<file path="src/rtl/alu_arbiter.sv">
// rtl/alu_arbiter.sv - two-requester valid/ready front end sharing one combinational ALU
// Optional build macro: ALU_ARB_FIXED_PRIO_EN (requester 0 wins every tie).
module alu_arbiter #(
    parameter int LATENCY = 1,
    parameter int WIDTH   = 32
) (
    input  logic             clk,
    input  logic             resetn,
    input  logic [1:0]       req_valid,
    output logic [1:0]       req_ready,
    input  logic [WIDTH-1:0] req_srca0,
    input  logic [WIDTH-1:0] req_srcb0,
    input  logic [2:0]       req_ctl0,
    input  logic [WIDTH-1:0] req_srca1,
    input  logic [WIDTH-1:0] req_srcb1,
    input  logic [2:0]       req_ctl1,
    output logic [1:0]       rsp_valid,
    input  logic [1:0]       rsp_ready,
    output logic [WIDTH-1:0] rsp_data
);

    typedef enum logic [1:0] {
        S_IDLE = 2'd0,
        S_EXEC = 2'd1,
        S_RESP = 2'd2
    } state_t;

    localparam logic [3:0] CNT_INIT = 4'(LATENCY - 1);

    state_t           state_q, state_d;
    logic [3:0]       cnt_q, cnt_d;
    logic             owner_q, owner_d;
    logic             last_grant_q, last_grant_d;
    logic [WIDTH-1:0] srca_q, srca_d;
    logic [WIDTH-1:0] srcb_q, srcb_d;
    logic [2:0]       ctl_q, ctl_d;
    logic [WIDTH-1:0] rsp_data_q, rsp_data_d;

    logic             grant;
    logic [WIDTH-1:0] aluout;

    // Winner among the valid requesters; only meaningful when req_valid != 0.
    always_comb begin
        grant = 1'b0;
        if (req_valid == 2'b10) begin
            grant = 1'b1;
        end else if (req_valid == 2'b11) begin
`ifdef ALU_ARB_FIXED_PRIO_EN
            grant = 1'b0;
`else
            grant = ~last_grant_q;
`endif
        end
    end

`ifdef ALU_ARB_FIXED_PRIO_EN
    logic unused_last_grant;
    assign unused_last_grant = last_grant_q;
`endif

    always_comb begin
        case (ctl_q)
            3'b010:  aluout = srca_q + srcb_q;
            3'b110:  aluout = srca_q - srcb_q;
            3'b000:  aluout = srca_q & srcb_q;
            3'b001:  aluout = srca_q | srcb_q;
            3'b111:  aluout = {{(WIDTH-1){1'b0}}, (srca_q < srcb_q)};
            3'b011:  aluout = srcb_q << srca_q[4:0];
            3'b100:  aluout = srcb_q >> srca_q[4:0];
            3'b101:  aluout = $signed(srcb_q) >>> srca_q[4:0];
            default: aluout = '0;
        endcase
    end

    always_comb begin
        state_d      = state_q;
        cnt_d        = cnt_q;
        owner_d      = owner_q;
        last_grant_d = last_grant_q;
        srca_d       = srca_q;
        srcb_d       = srcb_q;
        ctl_d        = ctl_q;
        rsp_data_d   = rsp_data_q;
        req_ready    = 2'b00;
        rsp_valid    = 2'b00;

        case (state_q)
            S_IDLE: begin
                if (req_valid != 2'b00) begin
                    req_ready    = grant ? 2'b10 : 2'b01;
                    owner_d      = grant;
                    last_grant_d = grant;
                    srca_d       = grant ? req_srca1 : req_srca0;
                    srcb_d       = grant ? req_srcb1 : req_srcb0;
                    ctl_d        = grant ? req_ctl1 : req_ctl0;
                    cnt_d        = CNT_INIT;
                    state_d      = S_EXEC;
                end
            end
            S_EXEC: begin
                if (cnt_q != 4'd0) begin
                    cnt_d = cnt_q - 4'd1;
                end else begin
                    rsp_data_d = aluout;
                    state_d    = S_RESP;
                end
            end
            S_RESP: begin
                rsp_valid = owner_q ? 2'b10 : 2'b01;
                if (rsp_ready[owner_q]) begin
                    state_d = S_IDLE;
                end
            end
            default: begin
                state_d = S_IDLE;
            end
        endcase

        // The ready path is combinational, so hold it low while reset is asserted.
        if (!resetn) begin
            req_ready = 2'b00;
        end
    end

    always_ff @(posedge clk or negedge resetn) begin
        if (!resetn) begin
            state_q      <= S_IDLE;
            cnt_q        <= 4'd0;
            owner_q      <= 1'b0;
            last_grant_q <= 1'b1;
            srca_q       <= '0;
            srcb_q       <= '0;
            ctl_q        <= 3'b000;
            rsp_data_q   <= '0;
        end else begin
            state_q      <= state_d;
            cnt_q        <= cnt_d;
            owner_q      <= owner_d;
            last_grant_q <= last_grant_d;
            srca_q       <= srca_d;
            srcb_q       <= srcb_d;
            ctl_q        <= ctl_d;
            rsp_data_q   <= rsp_data_d;
        end
    end

    assign rsp_data = rsp_data_q;

endmodule

</file>
<file path="config.mk">
export PLATFORM = sky130hd
export DESIGN_NAME = alu_arbiter
export DESIGN_NICKNAME = d
export VERILOG_FILES = /design/src/rtl/alu_arbiter.sv
export SDC_FILE = /design/constraint.sdc
export NUM_CORES = 1
export LEC_CHECK = 0
export CAP_MARGIN = 20
export CORE_ASPECT_RATIO = 1.1
export CORE_MARGIN = 4
export CORE_UTILIZATION = 57
export DETAILED_ROUTE_END_ITERATION = 10
export PLACE_DENSITY_LB_ADDON = 0.3
export REMOVE_ABC_BUFFERS = 1
export SYNTH_ARGS = -nofsm -noshare
export SYNTH_HDL_FRONTEND = slang
export SYNTH_SLANG_ARGS = --single-unit
</file>
<file path="constraint.sdc">
create_clock -name clk -period 4.8 [get_ports clk]
set_clock_uncertainty 0.05 [all_clocks]
set_input_delay 1.2 -clock clk [delete_from_list [all_inputs] [get_ports clk]]
set_output_delay 1.2 -clock clk [all_outputs]
set_load 0.1 [all_outputs]
</file>
==> flow_summary_export.csv <==
group,metric,value,unit
clocking,cts-root-buf,"clkbuf_16",
route,drt_iter0_drc,2230,
critical_path,crit_slowest_cell,"dfrtp_4",
clocking,tritoncts,"done",
route,ant_nets,0,
yosys,async_reset_ff_share,100.0,%
placement,portBuffers,175,
yosys,synth_fa_ha_area_share,9.995,%
clocking,cts_buffer_depth,2,
clocking,numClockSinks,107,
yosys,synth_commonest_cells,"200 x nor2_1, 164 x inv_1, 115 x a21oi_1",
yosys,yosysTopAreaCellShare,20.94,%
global_routing,grt_use_total,39.40,%
floorplan,die_h,164.4,um
cells_and_area,multi_input_area,8869,um2
clocking,holdBufCountCts,0,
route,wl,48.97,mm
placement,pre_cts_ws,981.7,ps
floorplan,fp.dieW,150.1,um
sta,drv_slew,0,
yosys,synthSimpleGateAreaFrac,16.08,%
critical_path,path_cells,"inv_1, ha_1, inv_1, fa_1, nor2b_1, o211ai_1, a21oi_1, o21ai_0, o21ai_1, a21boi_1, a31oi_1, or4_1, o211ai_1",
yosys,yosysUniqueCellTypes,82,
global_routing,grt_max_degree,74,
yosys,netlist_top_cells_area,"dfrtp_1 21%, mux4_2 10%, ha_1 9.7%, nor2_1 5.9%, a222oi_1 5.4%",
floorplan,die-area,24680,um2
sta,fmax,248.7,MHz
placement,place_congestion,1.082,
clocking,clock_latency,380,ps
critical_path,critical-path-top-delay-family,"compound AO/OA/AOI/OAI gates",
sta,fin_ws,778.6,ps
yosys,yosysTopAreaCell,"dfrtp_1",
sta,tightest_slew,1039,ps
route,routed-via-count,13950,
global_routing,grt_overflow,0,
critical_path,crit_cells,13,
critical_path,path_class,"flip-flop to flip-flop",
floorplan,rows,56,
cells_and_area,register_area,2685,um2
hold_path,min_path_type,"flip-flop to flip-flop",
sta,period_share,83.78,%
status,status,"completed",
yosys,synth_xor_area_share,1.452,%
yosys,synth_edf_count,0,
clocking,cts_made_buffers,9,
floorplan,initial_utilization,58.70,%
critical_path,worstPathRequired,5040,ps
cells_and_area,design_area,14990,um2
global_routing,grt_pass1_wl,75.40,mm
clocking,cts.repair.resized,0,
hold_path,holdPathStages,2,
route,drc_errors,0,
clocking,cts_htree_levels,3,
sta,max_slew_margin,30.49,%
sta,setup_viol,0,
floorplan,io_pins,176,
yosys,syn-instance-count,1565,
placement,dp_hpwl,36.56,mm
yosys,yosysSeqAreaShare,21.15,%
yosys,synth_most_common_cell,"nor2_1",
sta,rsz0062_at_grt,"no",
route,viasPerCell,7.072,
clocking,post_cts_buffers,0,
sta,finalCriticalPeriod,4021,ps
sta,holdWs,434.0,ps
global_routing,grt_pass1_vias,13200,
cells_and_area,drive_gt1_share,9.215,%
sta,hold_violations,0,
run,maxCapViolations,0,
critical_path,crit_buf_inv,2,
global_routing,antenna_found_initial,0,
critical_path,critPathMaxStageDelay,490,ps
yosys,ys_ff_latch,107,
yosys,synth_compound_area_share,27.65,%
placement,placed_cell_area,14650,um2
cells_and_area,fillerInstances,1868,
route,drt_first_pass_iters,11,
clocking,path_clk_slew,80,ps
cells_and_area,nets,1917,
yosys,synth_top_family_by_area,"compound AO/OA/AOI/OAI gates",
critical_path,endpoint_kind,"flip-flop",
yosys,ys_warn_count,0,
cells_and_area,syn_to_final_growth,18.32,%
critical_path,reg2reg_depth,13,
yosys,synthMuxAreaShare,14.53,%
critical_path,cp_max_fo,7,
route,wl_per_cell,24.82,um
critical_path,start_kind,"flip-flop",
floorplan,core_area,21580,um2
yosys,avgSynthCellArea,8.095,um2
critical_path,critPathArrivalTime,4260,ps
yosys,ys.flop_type,"dfrtp_1",
yosys,synth_area,12670,um2
metal layers:
| layer | wire length, um | vias to the layer above | track usage [%] |
|---|---|---|---|
| met5 | 35 | - | 2.083 |
| met4 | 2303 | 2 | 16.01 |
| met3 | 5758 | 167 | 7.064 |
| met2 | 22220 | 1047 | 62.49 |
| met1 | 18650 | 6690 | 53.27 |
| li1 | - | 6048 | - |
final cells by class:
type	count	share of cell area [%]
clock buffers	10	1.594
inverters	166	4.157
diodes	1	0.01669
well taps	290	2.421
multi-input cells	1172	59.17
clock inverters	6	0.6260
repair buffers	221	14.11
flip-flops and latches	107	17.91
per-stage QoR:
stage | std cells | setup TNS [ps] | util, %
6_report | 1973 | 0 | 69.46
5_1_grt | 1972 | 0 | 69.45
4_1_cts | 1972 | 0 | 69.45
3_5_place_dp | 1956 | 0 | 67.90
3_3_place_gp | 1956 | 0 | 67.90
2_1_floorplan | 1445 | -265100 | -
worst register-to-register path, delay by kind of cell (launching register included):
kind | cells | cell delay, ps
simple gates | 2 | 620
compound gates | 7 | 1780
flops | 1 | 490
fa+ha+maj | 2 | 750
buf+inv | 2 | 240
layout by cell type, fill, tap and decap left out, types with 6 or more instances in the layout:
cell               n
a211oi_1          22
nand3_1           26
o31ai_1           11
a21oi_1          114
o21ai_0           82
and3_1             7
mux2i_1           47
o22ai_1           12
or3_1             11
nor2b_1           15
nand2_1           92
o211ai_1          20
buf_4             47
and2_1            12
nor3_1            29
o21bai_1          11
nor4_1            14
xnor2_1           17
a21o_1            15
nand2b_1          14
a221oi_1           7
clkbuf_16          9
clkdlybuf4s50_1  172
o221ai_1          13
o21ai_1            6
a31oi_1           21
ha_1              98
nor2_1           199
a41oi_1            7
a222oi_1          68
o21a_1             7
nand4_1           10
inv_1            163
mux4_2            56
o2111ai_1          9
dfrtp_1          103
flip-flops by register name (all words and copies together) (netlist names):
register,flops
srcb_q,32
owner_q,1
rsp_data,32
state_q,2
srca_q,32
last_grant_q,1
cnt_q,4
ctl_q,3
cell families (layout without fill, tap and decap cells):
kind of cell	after synthesis	count (layout)
simple gates	449	449
xor+xnor	21	21
mux	110	110
flops	107	107
buf+inv	286	403
other cells	0	1
fa+ha+maj	100	100
compound gates	492	492
path summary, 6_finish.rpt:
check,end,start,slack (ps)
worst min-delay path,rsp_data[10],rsp_data[10],430
worst min register to register,rsp_data[10],rsp_data[10],430
worst max register to register,rsp_data[30],srca_q[0],780
worst max-delay path,rsp_data[30],srca_q[0],780
max in group asynchronous,srca_q[0],resetn,2360
min in group asynchronous,srcb_q[0],resetn,940
Power is not shown: default switching activity piles up to over one toggle a cycle in this logic, so the estimate is an artifact.
